`src/rtl/sr_display_rx_pkg.sv`:
```
// sr_display_rx_pkg: seven-segment bit order, digit patterns and frame geometry,
// shared by the serial display transmitter and receiver.
package sr_display_rx_pkg;

   localparam int DIGITS_DEF = 6;

   // Bit positions inside a segment byte {dp,g,f,e,d,c,b,a}
   localparam int SEG_A  = 0;
   localparam int SEG_B  = 1;
   localparam int SEG_C  = 2;
   localparam int SEG_D  = 3;
   localparam int SEG_E  = 4;
   localparam int SEG_F  = 5;
   localparam int SEG_G  = 6;
   localparam int SEG_DP = 7;

   localparam logic [7:0] SEG_0 = 8'h3F;
   localparam logic [7:0] SEG_1 = 8'h06;
   localparam logic [7:0] SEG_2 = 8'h5B;
   localparam logic [7:0] SEG_3 = 8'h4F;
   localparam logic [7:0] SEG_4 = 8'h66;
   localparam logic [7:0] SEG_5 = 8'h6D;
   localparam logic [7:0] SEG_6 = 8'h7D;
   localparam logic [7:0] SEG_7 = 8'h07;
   localparam logic [7:0] SEG_8 = 8'h7F;
   localparam logic [7:0] SEG_9 = 8'h6F;

   // Transmitter-side encoder; non-decimal nibbles blank the digit
   function automatic logic [7:0] bcd_to_seg(input logic [3:0] nib);
      return (nib == 4'd0) ? SEG_0 :
             (nib == 4'd1) ? SEG_1 :
             (nib == 4'd2) ? SEG_2 :
             (nib == 4'd3) ? SEG_3 :
             (nib == 4'd4) ? SEG_4 :
             (nib == 4'd5) ? SEG_5 :
             (nib == 4'd6) ? SEG_6 :
             (nib == 4'd7) ? SEG_7 :
             (nib == 4'd8) ? SEG_8 :
             (nib == 4'd9) ? SEG_9 : 8'h00;
   endfunction

endpackage

```
`src/rtl/sr_display_rx_seg_to_bcd.sv`:
```
// seg_to_bcd: combinational seven-segment to BCD decode; the decimal point is
// ignored and any unrecognised pattern yields 0xF with o_invalid set.
module seg_to_bcd
   import sr_display_rx_pkg::*;
(
   input  logic [7:0] i_pattern,
   output logic [3:0] o_nibble,
   output logic       o_invalid
);

   always_comb begin
      o_nibble  = 4'hF;
      o_invalid = 1'b0;
      casez (i_pattern)
         {1'b?, SEG_0[SEG_G:SEG_A]}: o_nibble = 4'd0;
         {1'b?, SEG_1[SEG_G:SEG_A]}: o_nibble = 4'd1;
         {1'b?, SEG_2[SEG_G:SEG_A]}: o_nibble = 4'd2;
         {1'b?, SEG_3[SEG_G:SEG_A]}: o_nibble = 4'd3;
         {1'b?, SEG_4[SEG_G:SEG_A]}: o_nibble = 4'd4;
         {1'b?, SEG_5[SEG_G:SEG_A]}: o_nibble = 4'd5;
         {1'b?, SEG_6[SEG_G:SEG_A]}: o_nibble = 4'd6;
         {1'b?, SEG_7[SEG_G:SEG_A]}: o_nibble = 4'd7;
         {1'b?, SEG_8[SEG_G:SEG_A]}: o_nibble = 4'd8;
         {1'b?, SEG_9[SEG_G:SEG_A]}: o_nibble = 4'd9;
         default:                    o_invalid = 1'b1;
      endcase
   end

endmodule

```
`src/rtl/sr_display_rx.sv`:
```
// sr_display_rx: receives bit-serial seven-segment bytes, decodes them into
// digit slots and publishes a BCD hh:mm:ss time once a whole frame has arrived.
module sr_display_rx
   import sr_display_rx_pkg::*;
#(
   parameter int SYNC_STAGES = 2,
   parameter int IDLE_CYCLES = 64,
   parameter int DIGITS      = DIGITS_DEF
)(
   input  logic       i_clk,
   input  logic       i_rst_n,
   input  logic       i_sclk,
   input  logic       i_sdata,
   input  logic       i_latch,
   output logic [7:0] o_seconds,
   output logic [7:0] o_minutes,
   output logic [7:0] o_hours,
   output logic       o_frame_valid,
   output logic       o_err
);

   localparam int IW = (DIGITS > 1) ? $clog2(DIGITS) : 1;
   localparam int TW = $clog2(IDLE_CYCLES + 1);
   localparam logic [IW-1:0] LAST_SLOT = IW'(DIGITS - 1);
   localparam logic [TW-1:0] IDLE_MAX  = TW'(IDLE_CYCLES);

   logic [SYNC_STAGES-1:0] r_sclk_s, r_sdata_s, r_latch_s;
   logic                   r_sclk_d, r_latch_d;
   logic [7:0]             r_sr;
   logic [3:0]             r_cnt;
   logic [IW-1:0]          r_idx;
   logic [TW-1:0]          r_idle;
   logic [DIGITS-1:0][3:0] r_slot;

   logic                   w_sclk, w_sdata, w_latch;
   logic                   w_sclk_rise, w_latch_rise;
   logic                   w_byte_ok, w_frame_done, w_idle_hit, w_bad;
   logic [3:0]             w_nib;
   logic [DIGITS-1:0][3:0] w_slot;

   // Decode always sees the pre-shift byte, so a coincident sclk edge cannot corrupt it
   seg_to_bcd u_dec (
      .i_pattern (r_sr),
      .o_nibble  (w_nib),
      .o_invalid (w_bad)
   );

   assign w_sclk       = r_sclk_s[SYNC_STAGES-1];
   assign w_sdata      = r_sdata_s[SYNC_STAGES-1];
   assign w_latch      = r_latch_s[SYNC_STAGES-1];
   assign w_sclk_rise  = w_sclk & ~r_sclk_d;
   assign w_latch_rise = w_latch & ~r_latch_d;
   assign w_byte_ok    = w_latch_rise && (r_cnt == 4'd8);
   assign w_frame_done = w_byte_ok && (r_idx == LAST_SLOT);
   assign w_idle_hit   = (r_idle == IDLE_MAX);

   // Slot view including the byte being stored this cycle, so the last digit reaches the outputs together with the rest
   for (genvar i = 0; i < DIGITS; i++) begin : g_slot
      assign w_slot[i] = (w_byte_ok && r_idx == IW'(i)) ? w_nib : r_slot[i];
   end

   always_ff @(posedge i_clk or negedge i_rst_n) begin
      if (!i_rst_n) begin
         r_sclk_s      <= '0;
         r_sdata_s     <= '0;
         r_latch_s     <= '0;
         r_sclk_d      <= 1'b0;
         r_latch_d     <= 1'b0;
         r_sr          <= '0;
         r_cnt         <= '0;
         r_idx         <= '0;
         r_idle        <= '0;
         r_slot        <= '0;
         o_seconds     <= '0;
         o_minutes     <= '0;
         o_hours       <= '0;
         o_frame_valid <= 1'b0;
         o_err         <= 1'b0;
      end else begin
         r_sclk_s  <= SYNC_STAGES'({r_sclk_s, i_sclk});
         r_sdata_s <= SYNC_STAGES'({r_sdata_s, i_sdata});
         r_latch_s <= SYNC_STAGES'({r_latch_s, i_latch});
         r_sclk_d  <= w_sclk;
         r_latch_d <= w_latch;
         if (w_sclk_rise)
            r_sr <= {r_sr[6:0], w_sdata};
         if (w_latch_rise)
            r_cnt <= {3'd0, w_sclk_rise};
         else if (w_sclk_rise)
            r_cnt <= (r_cnt == 4'd9) ? r_cnt : r_cnt + 4'd1;
         else if (w_idle_hit)
            r_cnt <= '0;
         r_idle <= (w_sclk_rise || w_latch_rise) ? '0 : w_idle_hit ? r_idle : r_idle + 1'b1;
         if (w_latch_rise)
            r_idx <= (!w_byte_ok || w_frame_done) ? '0 : r_idx + 1'b1;
         else if (w_idle_hit)
            r_idx <= '0;
         r_slot        <= w_slot;
         o_frame_valid <= w_frame_done;
         o_err         <= w_latch_rise && (r_cnt != 4'd8 || w_bad);
         if (w_frame_done) begin
            o_seconds <= {w_slot[1], w_slot[0]};
            o_minutes <= {w_slot[3], w_slot[2]};
            o_hours   <= {w_slot[5], w_slot[4]};
         end
      end
   end

endmodule

```
`config.mk`:
```
export PLATFORM = sky130hd
export DESIGN_NAME = sr_display_rx
export DESIGN_NICKNAME = d
export VERILOG_FILES = /design/src/rtl/sr_display_rx_pkg.sv /design/src/rtl/sr_display_rx_seg_to_bcd.sv /design/src/rtl/sr_display_rx.sv
export SDC_FILE = /design/constraint.sdc
export NUM_CORES = 1
export LEC_CHECK = 0
export BUFFER_PORTS_ARGS = -buffer_cell sky130_fd_sc_hd__buf_2
export CORE_MARGIN = 2
export CORE_UTILIZATION = 50
export CTS_CLUSTER_SIZE = 28
export DETAILED_ROUTE_END_ITERATION = 16
export GPL_TIMING_DRIVEN = 1
export MAX_ROUTING_LAYER = met4
export PLACE_DENSITY = 0.69
export SYNTH_ARGS = -nofsm -noshare
export SYNTH_HDL_FRONTEND = slang
export SYNTH_SLANG_ARGS = --single-unit
```
`constraint.sdc`:
```
create_clock -name i_clk -period 2.4 [get_ports i_clk]
set_input_delay 0 -clock i_clk [delete_from_list [all_inputs] [get_ports i_clk]]
set_output_delay 0 -clock i_clk [all_outputs]
set_load 0.02 [all_outputs]
```
==> run summary <==
Clock transition at path regs - 0.09 ns
outcome - complete, no violations
CP endpoint kind - register
Post-DP HPWL - 4.16 mm
wire per inst - 14.3 µm
GP Congestion - 0.809
CP required - 2.62 ns
Initial Util - 51.7%
Int Pwr - 1.77 mW
CTS tree - done
first-pass iteration count of the detailed router - 4
FF+latch count, synth - 75
DR vias - 2329
Resized cells post-CTS - 0
power density over cell area - 668 nW/µm²
die width - 85.0 µm
Async SR Flop Fraction - 100%
fin. max-slew vios - 0
Worst-Margin Slew - 0.917 ns
peak fanout along the critical path - 10
post-CTS setup buffers - 0
predominant post-synthesis flop cell - dfrtp_1
total routed wirelength - 6.30 mm
startpoint types - register
Final Util - 58.3%
grt ovf - 0
ANT cells - 0
CP max stage cell - dfrtp_1
largest net degree at the start of global routing - 76
crit path time final - 2.19 ns
fmax - 457 MHz
clk sinks - 75
1st-iter DRT viols - 124
Cell Area, Placed - 3480 µm²
antenna violations before repair - 0
Final Cycle Share - 91.2%
layout cells sized above 1 - 19.0%
Remaining DRCs - 0
Die Height - 85.0 µm
count of cell types in the netlist - 44
Switching Fraction - 28.3%
Critical Path, Cell by Cell - or3b_1, a2111oi_2, nor3_2, a211oi_4, a22oi_1
max_cap viols - 0
Crit path max-delay family - compound AO/OA/AOI/OAI gates
worst clock skew - 0.0123 ns
max_slew headroom - 38.9%
Buf+Inv Stages, Crit Path - 0
Rows - 29
net load switching power - 0.701 mW
Comb power frac - 8.2%
ANT nets after route - 0
final setup vio count - 0
CTS Root Cell - clkbuf_8
global-route wire length before repair - 10.7 mm
HP Class - primary input to register
I/O pin count - 31
Setup TNS - 0 ns
clock tree buffer depth - 2
RSZ-0062 raised after global routing - false
Setup CP Type - register to register
Post-Syn Instances - 322
cts bufs inserted - 9
Seq pwr share - 55.1%
htree depth - 3
Ys Warns - 0
worst vdd ir - 0.474 mV
gr usage total - 19.5%
vias in the first global route - 2232
Die Area - 7230 µm²
Hold Violations, Final - 0
clock network fraction of total power - 36.7%
Post-Layout Inst Area - 3700 µm²
Leak - 1.85 nW
Core ar. - 6350 µm²
Post-synth EDFFs - 0
Via density - 5.29
register area share after synthesis - 57.2%
CP peak stage delay - 0.48 ns
IO buf count - 30
synthesized area - 3280 µm²
Fillers - 557
Nets - 373
Mapped Nets - 337
clk_lat worst skew - 0.36 ns
area added between synthesis and finish - 12.9%
Critical Path AT - 2.40 ns
synthesized area per cell - 10.2 µm²
synthesized netlist by cell type, types with 2 or more instances:
cell / n / area, µm²
nor2b_1: 3 / 18.8
buf_2: 2 / 10.0
a21oi_2: 2 / 17.5
nand3b_1: 3 / 22.5
buf_4: 2 / 15.0
buf_6: 3 / 33.8
ha_1: 10 / 125
a31oi_1: 3 / 18.8
xnor2_1: 3 / 26.3
clkbuf_1: 8 / 30.0
nand3_1: 6 / 30.0
xor2_1: 3 / 26.3
mux2_4: 2 / 30.0
nand2b_1: 2 / 12.5
nor2_1: 36 / 135
and3_1: 6 / 37.5
nand4_1: 2 / 12.5
o21a_1: 3 / 22.5
dfrtp_1: 75 / 1880
a22oi_1: 3 / 22.5
mux2_2: 6 / 67.6
a21oi_1: 29 / 145
o21ai_0: 19 / 95.1
inv_1: 8 / 30.0
nor3_1: 5 / 25.0
nand2_1: 60 / 225
timing repair:
item / 4_1_cts / 5_1_grt
endpoints found under the hold margin: 78 / 0
hold buffers: 4 / 0
setup endpoints to repair: 0 / 0
through the flow:
| step | hold WS [ns] | setup WS (ns) | cells | total power, mW |
|---|---|---|---|---|
| floorplan | -0.296 | 0.332 | 322 | 1.53 |
| global placement | 0.108 | 0.328 | 420 | 1.58 |
| detailed placement | 0.110 | 0.225 | 420 | 1.59 |
| CTS | 0.267 | 0.204 | 440 | 2.51 |
| global route | 0.284 | 0.0551 | 440 | 2.61 |
| finish | 0.287 | 0.212 | 440 | 2.47 |
power groups by stage:
stage	registers, mW	clock network [mW]	logic, mW
floorplan	1.35	0	0.179
global placement	1.38	0	0.195
detailed placement	1.39	0	0.201
CTS	1.36	0.943	0.207
global route	1.37	1.00	0.235
finish	1.36	0.909	0.203
path summary, 6_finish.rpt:
path                                    from  depth (start not counted)            to  slack (ns)
worst max register to register       r_sr[3]                          5  o_minutes[6]        0.21
max in group asynchronous            i_rst_n                          2     r_idle[0]        1.49
worst min-delay path                  i_sclk                          2   r_sclk_s[0]        0.29
min in group asynchronous            i_rst_n                          2     r_idle[2]        0.33
worst max-delay path                 r_sr[3]                          5  o_minutes[6]        0.21
worst min register to register  r_latch_s[0]                          0  r_latch_s[1]        0.36
kinds of logic (layout without fill, tap and decap cells):
group                      Yosys count  after routing  synth area share [%]
buffers and inverters               26             67                  4.31
and+or+nand+nor                    132            132                  18.2
DFF                                 75             75                  57.2
xor gates and xnor gates             6              6                  1.60
adders and majority gates           10             10                  3.81
AOI/OAI and AO/OA                   65             65                  11.9
muxes                                8              8                  2.97
state kept, by name (all words and copies together), names as in the netlist:
name           cells
r_sr               7
o_err              1
r_slot            20
o_hours            8
r_sclk_s           2
r_latch_s          2
r_idx              3
r_idle             7
o_minutes          8
r_cnt              4
r_sclk_d           1
r_latch_d          1
r_sdata_s          2
o_seconds          8
o_frame_valid      1
cell type report:
type / count / area (µm²) / share of cell area, %
repair buffers: 42 / 253 / 6.82
clock inverters: 7 / 57.6 / 1.55
flip-flops and latches: 75 / 1880 / 50.7
well taps: 77 / 96.3 / 2.60
multi-input cells: 221 / 1260 / 34.1
inverters: 9 / 33.8 / 0.912
clock buffers: 9 / 124 / 3.34
layout by cell type (no fill, tap or decap), types with 4 or more instances in the layout:
cell	count
nand2_1	60
mux2_2	6
dlygate4sd3_1	4
and3_1	6
inv_6	4
nand3_1	6
clkbuf_8	9
nor3_1	5
buf_4	9
buf_2	29
ha_1	10
o21ai_0	19
inv_1	8
a21oi_1	29
nor2_1	36
dfrtp_1	75
metal layers:
layer	global-route usage, %	part of all wire, %	up-vias	wire length (µm)
li1	-	-	1149	-
met1	27.6	51	1134	3190
met2	27.3	45	39	2840
met3	4.67	2.9	7	184
met4	7.36	1.4	0	87
met5	-	0	-	0
Note: power is estimated with default switching activity, not from simulation.
